==> src/rtl/cpu_pkg.sv <==
// Shared CPU pipeline definitions: default datapath widths and the
// occupancy encoding of the two-entry skid buffers between stages.
package cpu_pkg;

    localparam int unsigned DataWDef  = 32;
    localparam int unsigned RaddrWDef = 5;

    typedef enum logic [1:0] {
        StEmpty = 2'd0,
        StOne   = 2'd1,
        StTwo   = 2'd2
    } occ_state_e;

endpackage

==> src/rtl/pipe_skid_buf.sv <==
// Two-entry skid buffer (head + skid) with an opaque payload. in_ready depends
// only on registered occupancy, so there is no combinational path from out_ready.
module pipe_skid_buf
    import cpu_pkg::*;
#(
    parameter int unsigned PAYLOAD_W = 8
) (
    input  logic                 clk,
    input  logic                 rst_n,
    input  logic                 flush,
    input  logic                 in_valid,
    output logic                 in_ready,
    input  logic [PAYLOAD_W-1:0] in_data,
    output logic                 out_valid,
    input  logic                 out_ready,
    output logic [PAYLOAD_W-1:0] out_data
);

    occ_state_e             state_q, state_d;
    logic [PAYLOAD_W-1:0]   head_q, head_d;
    logic [PAYLOAD_W-1:0]   skid_q, skid_d;
    logic                   push;
    logic                   pop;

    assign in_ready  = (state_q != StTwo);
    assign out_valid = (state_q != StEmpty);
    assign out_data  = head_q;

    always_comb begin
        state_d = state_q;
        head_d  = head_q;
        skid_d  = skid_q;
        push    = in_valid && in_ready;
        pop     = out_valid && out_ready;
        if (flush) begin
            state_d = StEmpty;
        end else begin
            unique case (state_q)
                StEmpty: begin
                    if (push) begin
                        state_d = StOne;
                        head_d  = in_data;
                    end
                end
                StOne: begin
                    if (push && pop) begin
                        head_d = in_data;
                    end else if (push) begin
                        state_d = StTwo;
                        skid_d  = in_data;
                    end else if (pop) begin
                        state_d = StEmpty;
                    end
                end
                StTwo: begin
                    // No push possible here; in_ready is low in this state.
                    if (pop) begin
                        state_d = StOne;
                        head_d  = skid_q;
                    end
                end
                default: state_d = StEmpty;
            endcase
        end
    end

    always_ff @(posedge clk) begin
        if (!rst_n) begin
            state_q <= StEmpty;
            head_q  <= '0;
            skid_q  <= '0;
        end else begin
            state_q <= state_d;
            head_q  <= head_d;
            skid_q  <= skid_d;
        end
    end

endmodule

==> src/rtl/ex_mem_stage.sv <==
// EX/MEM pipeline register built on a two-entry skid buffer, with head-entry
// forwarding and optional signed-overflow trapping (macro EX_MEM_OVF_TRAP_EN).
module ex_mem_stage
    import cpu_pkg::*;
#(
    parameter int unsigned DATA_W  = DataWDef,
    parameter int unsigned RADDR_W = RaddrWDef
) (
    input  logic               clk,
    input  logic               rst_n,

    input  logic               in_valid,
    output logic               in_ready,
    input  logic [DATA_W-1:0]  alu_result,
    input  logic               alu_overflow,
    input  logic               ovf_check,
    input  logic [DATA_W-1:0]  store_data,
    input  logic [RADDR_W-1:0] rd_addr,
    input  logic               reg_write,
    input  logic               mem_read,
    input  logic               mem_write,
    input  logic [DATA_W-1:0]  pc,
    input  logic               flush,

    output logic               out_valid,
    input  logic               out_ready,
    output logic [DATA_W-1:0]  out_result,
    output logic [DATA_W-1:0]  out_store_data,
    output logic [RADDR_W-1:0] out_rd_addr,
    output logic               out_reg_write,
    output logic               out_mem_read,
    output logic               out_mem_write,

    output logic               fwd_valid,
    output logic [RADDR_W-1:0] fwd_rd_addr,
    output logic [DATA_W-1:0]  fwd_data,

    output logic               exc_valid,
    output logic [DATA_W-1:0]  exc_epc
);

    localparam int unsigned PayloadW = 2 * DATA_W + RADDR_W + 3;

    logic                trap;
    logic [PayloadW-1:0] in_payload;
    logic [PayloadW-1:0] head_payload;
    logic                buf_valid;

    logic [DATA_W-1:0]   head_result;
    logic [DATA_W-1:0]   head_store_data;
    logic [RADDR_W-1:0]  head_rd_addr;
    logic                head_reg_write;
    logic                head_mem_read;
    logic                head_mem_write;

`ifdef EX_MEM_OVF_TRAP_EN
    logic                accept;
    logic                exc_valid_q;
    logic [DATA_W-1:0]   exc_epc_q;

    assign trap   = ovf_check && alu_overflow;
    assign accept = in_valid && in_ready && !flush;

    always_ff @(posedge clk) begin
        if (!rst_n) begin
            exc_valid_q <= 1'b0;
            exc_epc_q   <= '0;
        end else begin
            exc_valid_q <= accept && trap;
            if (accept && trap) begin
                exc_epc_q <= pc;
            end
        end
    end

    assign exc_valid = exc_valid_q;
    assign exc_epc   = exc_epc_q;
`else
    logic unused_ovf;

    assign trap       = 1'b0;
    assign unused_ovf = ^{alu_overflow, ovf_check, pc};
    assign exc_valid  = 1'b0;
    assign exc_epc    = '0;
`endif

    // A trapping instruction still occupies its slot but must not write anything.
    assign in_payload = {alu_result, store_data, rd_addr,
                         reg_write && !trap, mem_read && !trap, mem_write && !trap};

    pipe_skid_buf #(
        .PAYLOAD_W (PayloadW)
    ) u_skid_buf (
        .clk       (clk),
        .rst_n     (rst_n),
        .flush     (flush),
        .in_valid  (in_valid),
        .in_ready  (in_ready),
        .in_data   (in_payload),
        .out_valid (buf_valid),
        .out_ready (out_ready),
        .out_data  (head_payload)
    );

    assign {head_result, head_store_data, head_rd_addr,
            head_reg_write, head_mem_read, head_mem_write} = head_payload;

    // Every head field reads as zero while the stage is empty.
    always_comb begin
        out_valid      = buf_valid;
        out_result     = '0;
        out_store_data = '0;
        out_rd_addr    = '0;
        out_reg_write  = 1'b0;
        out_mem_read   = 1'b0;
        out_mem_write  = 1'b0;
        if (buf_valid) begin
            out_result     = head_result;
            out_store_data = head_store_data;
            out_rd_addr    = head_rd_addr;
            out_reg_write  = head_reg_write;
            out_mem_read   = head_mem_read;
            out_mem_write  = head_mem_write;
        end
    end

    // Loads are not forwardable from here; their data arrives from MEM.
    assign fwd_valid   = out_valid && out_reg_write && !out_mem_read && (out_rd_addr != '0);
    assign fwd_rd_addr = out_rd_addr;
    assign fwd_data    = out_result;

endmodule

==> config.mk <==
export PLATFORM = sky130hd
export DESIGN_NAME = ex_mem_stage
export DESIGN_NICKNAME = d
export VERILOG_FILES = /design/src/rtl/cpu_pkg.sv /design/src/rtl/pipe_skid_buf.sv /design/src/rtl/ex_mem_stage.sv
export SDC_FILE = /design/constraint.sdc
export NUM_CORES = 1
export LEC_CHECK = 0
export BUFFER_PORTS_ARGS = -buffer_cell sky130_fd_sc_hd__buf_2
export CAP_MARGIN = 0
export CELL_PAD_IN_SITES_DETAIL_PLACEMENT = 1
export CELL_PAD_IN_SITES_GLOBAL_PLACEMENT = 1
export CORE_ASPECT_RATIO = 1.25
export CORE_MARGIN = 2
export CORE_UTILIZATION = 40
export CTS_BUF_LIST = sky130_fd_sc_hd__clkbuf_2 sky130_fd_sc_hd__clkbuf_4 sky130_fd_sc_hd__clkbuf_8
export CTS_CLUSTER_DIAMETER = 100
export DETAILED_ROUTE_END_ITERATION = 10
export HOLD_SLACK_MARGIN = 0.05
export PLACE_DENSITY = 0.89
export REMOVE_ABC_BUFFERS = 1
export SYNTH_ARGS = -nofsm -noshare
export SYNTH_HDL_FRONTEND = slang
export SYNTH_SLANG_ARGS = --single-unit
==> constraint.sdc <==
create_clock -name clk -period 3.8 [get_ports clk]
set_input_delay 0.19 -clock clk [delete_from_list [all_inputs] [get_ports clk]]
set_output_delay 0.19 -clock clk [all_outputs]
set_load 0.02 [all_outputs]
==> flow_metrics.py <==
metrics = {
    "outcome": {
        "outcome": "finished, final reports clean",
    },
    "sta": {
        "fin_crit_sh_pct": 74.4,
        "setup_slack_ns": 0.974,
        "relSlewSlack_pct": 25.8,
        "max_freq_mhz": 354,
        "hold_viol": 0,
        "clock_skew_ns": 0.0129,
        "setup_viol": 0,
        "rsz0062_at_grt": "false",
        "worst_pin_slew_ns": 1.11,
        "fin_crit_ns": 2.83,
        "final_max_slew_viol_count": 0,
    },
    "cts": {
        "ctsResizeCount": 0,
        "clock-root-buffer": "clkbuf_8",
        "cts_tree": "done",
        "cts_buffers": 17,
        "clk_latency_ns": 0.45,
        "clock_path_buffers": 2,
        "htreeDepth": 4,
        "cts_setup_buffers": 0,
        "cts_hold_buf": 74,
        "cts.reportedPaths.clkPinSlew_ns": 0.07,
        "cts.sink_count": 146,
    },
    "critical_path": {
        "worstPathMaxFanout": 56,
        "crit_end": "fwd_valid",
        "cp.required_ns": 3.61,
        "reg2reg_depth": 5,
        "reg2reg_from": "u_skid_buf.state_q[0]",
        "crit_start": "u_skid_buf.state_q[1]",
        "slowest_delay_ns": 0.87,
        "critPathCaptureType": "primary output",
        "cp.arrival_ns": 2.64,
        "worstReg2RegEnd": "u_skid_buf.out_data[65]",
        "r2r_setup_slack_ns": 1.49,
        "crit_type": "register to primary output",
        "startpoint_type": "register",
        "path_cells": "or2_2 > and2_1 > nor3b_1 > buf_2",
        "crit_slowest_cell": "or2_2",
    },
    "synth": {
        "synth_cells": 820,
        "ys_ff_latch": 146,
        "synthArstFlopShare_pct": 0,
        "ys.flop_type": "dfxtp_1",
        "synth_area_um2": 7110,
        "synth-edff-count": 0,
        "ys_warn_count": 0,
        "ys_types": 27,
        "yosysSeqAreaShare_pct": 41.1,
        "syn_avg_cell_area_um2": 8.67,
    },
    "route": {
        "wirelength_um": 22400,
        "dr.first_iter.drc_count": 378,
        "ant_nets": 0,
        "avgRoutedWirePerCell_um": 18.2,
        "vias": 6670,
        "vias_per_cell": 5.42,
        "drc_errors": 0,
        "first_pass_iters": 5,
    },
    "power_and_ir_drop": {
        "p_leak_nw": 4.17,
        "ir_worst_vdd_v": 0.000207,
        "finalPower_w": 0.00319,
        "powerDensity_nw_per_um2": 363,
    },
    "floorplanning": {
        "rows": 54,
        "initial_core_util_pct": 40.8,
        "fp.coreArea_um2": 17400,
        "dieArea_um2": 18900,
        "dieHeight_um": 153,
        "die_w_um": 123,
        "ios": 256,
    },
    "place": {
        "port_buffers": 188,
        "hpwl_um": 12200,
        "place_congestion": 0.714,
        "place_ws_ns": 1.47,
    },
    "final_layout": {
        "fin_util_pct": 50.4,
        "layout_commonest_cell": "buf_2",
        "multi_input_area_um2": 3430,
        "regArea_um2": 2920,
        "areaGrowthSynthToFinish_pct": 23.6,
        "fill_cells": 2077,
        "drive_above_1_share_pct": 23.5,
        "fin_nets": 1107,
        "final_cell_mix": "188 x buf_2, 146 x nand2_1, 146 x dfxtp_1, 74 x dlygate4sd3_1, 73 x a21oi_1",
        "diodes": 0,
    },
    "grt": {
        "gr-total-overflow": 0,
        "grt_usage_pct": 23.7,
        "grt_max_degree": 77,
        "antenna_found_initial": 0,
        "grt_pass1_vias": 7096,
        "grt_pass1_wl_um": 35500,
    },
    "flow_run": {
        "cap_violations": 0,
    },
    "hold_path": {
        "hold_path.class": "input pin to register",
    },
}
sequential cells by signal (all words and copies together) (netlist names):
signal,count
u_skid_buf.out_data,72
u_skid_buf.skid_q,72
u_skid_buf.state_q,2
per-stage QoR:
step                      std cells  hold WS, ns  area (um^2)  TNS, ns
final                          1231        0.179         8790        0
after global routing           1231        0.166         8790        0
after CTS                      1231        0.144         8790        0
after detailed placement       1127        0.430         7680        0
after global placement         1127        0.426         7680        0
after floorplan                 704        0.267         6340    -6.72
critical path: cells and delay by family (launching register included):
kind,cells,cell delay [ns]
buf+inv,1,0.23
flops,1,0.47
simple gates,3,1.42
Yosys cell counts (3+ instances only):
cell | number | share of area, %
and2_1 | 72 | 6.3
dfxtp_1 | 146 | 41
nand2_1 | 146 | 7.7
nor4_1 | 72 | 6.3
clkbuf_1 | 47 | 2.5
a31o_1 | 72 | 8.9
nand2b_1 | 3 | 0.26
a21oi_1 | 73 | 5.1
buf_4 | 83 | 8.8
buf_2 | 18 | 1.3
mux2i_1 | 72 | 10
kinds of logic (layout without fill, tap and decap cells):
kind of cell           after synthesis  count (layout)  synth area share (%)
DFF                                146             146                  41.1
muxes                               72              72                  10.1
buffers and inverters              149             304                  12.6
other                                1              33                0.0528
and+or+nand+nor                    303             303                  21.6
AOI/OAI and AO/OA                  149             149                  14.5
area by class of cell:
type,count,area share (%)
flip-flops and latches,146,33.3
clock inverters,5,0.612
inverters,1,0.0712
multi-input cells,557,39.1
clock buffers,25,3.56
well taps,224,3.19
repair buffers,273,20.2
power by group:
| part | leakage, nW | switching, W | internal [W] |
|---|---|---|---|
| clock | 0.197 | 0.000582 | 0.000597 |
| sequential | 1.19 | 0.0000246 | 0.00158 |
| combinational | 2.79 | 0.000249 | 0.000161 |
| total | 4.17 | 0.000856 | 0.00233 |
per-layer routing:
layer / wire, um / track usage [%] / part of all wire, % / up-vias
li1: - / - / - / 3116
met1: 8990 / 25.7 / 40 / 3304
met2: 11900 / 43.5 / 53 / 203
met3: 875 / 4.70 / 3.9 / 47
met4: 595 / 10.6 / 2.7 / 0
met5: 0 / 0 / 0 / -
worst min-delay path by stage:
stage               startpoint                    end  slack (ns)  depth (start not counted)
floorplan                flush  u_skid_buf.state_q[0]        0.27                          1
global placement     out_ready  u_skid_buf.state_q[1]        0.43                          2
detailed placement   out_ready  u_skid_buf.state_q[1]        0.43                          2
CTS                   in_valid  u_skid_buf.state_q[0]        0.14                          4
global route          in_valid  u_skid_buf.state_q[0]        0.17                          4
finish                in_valid  u_skid_buf.state_q[0]        0.18                          4
No activity file was read; power rests on OpenSTA's default activity.
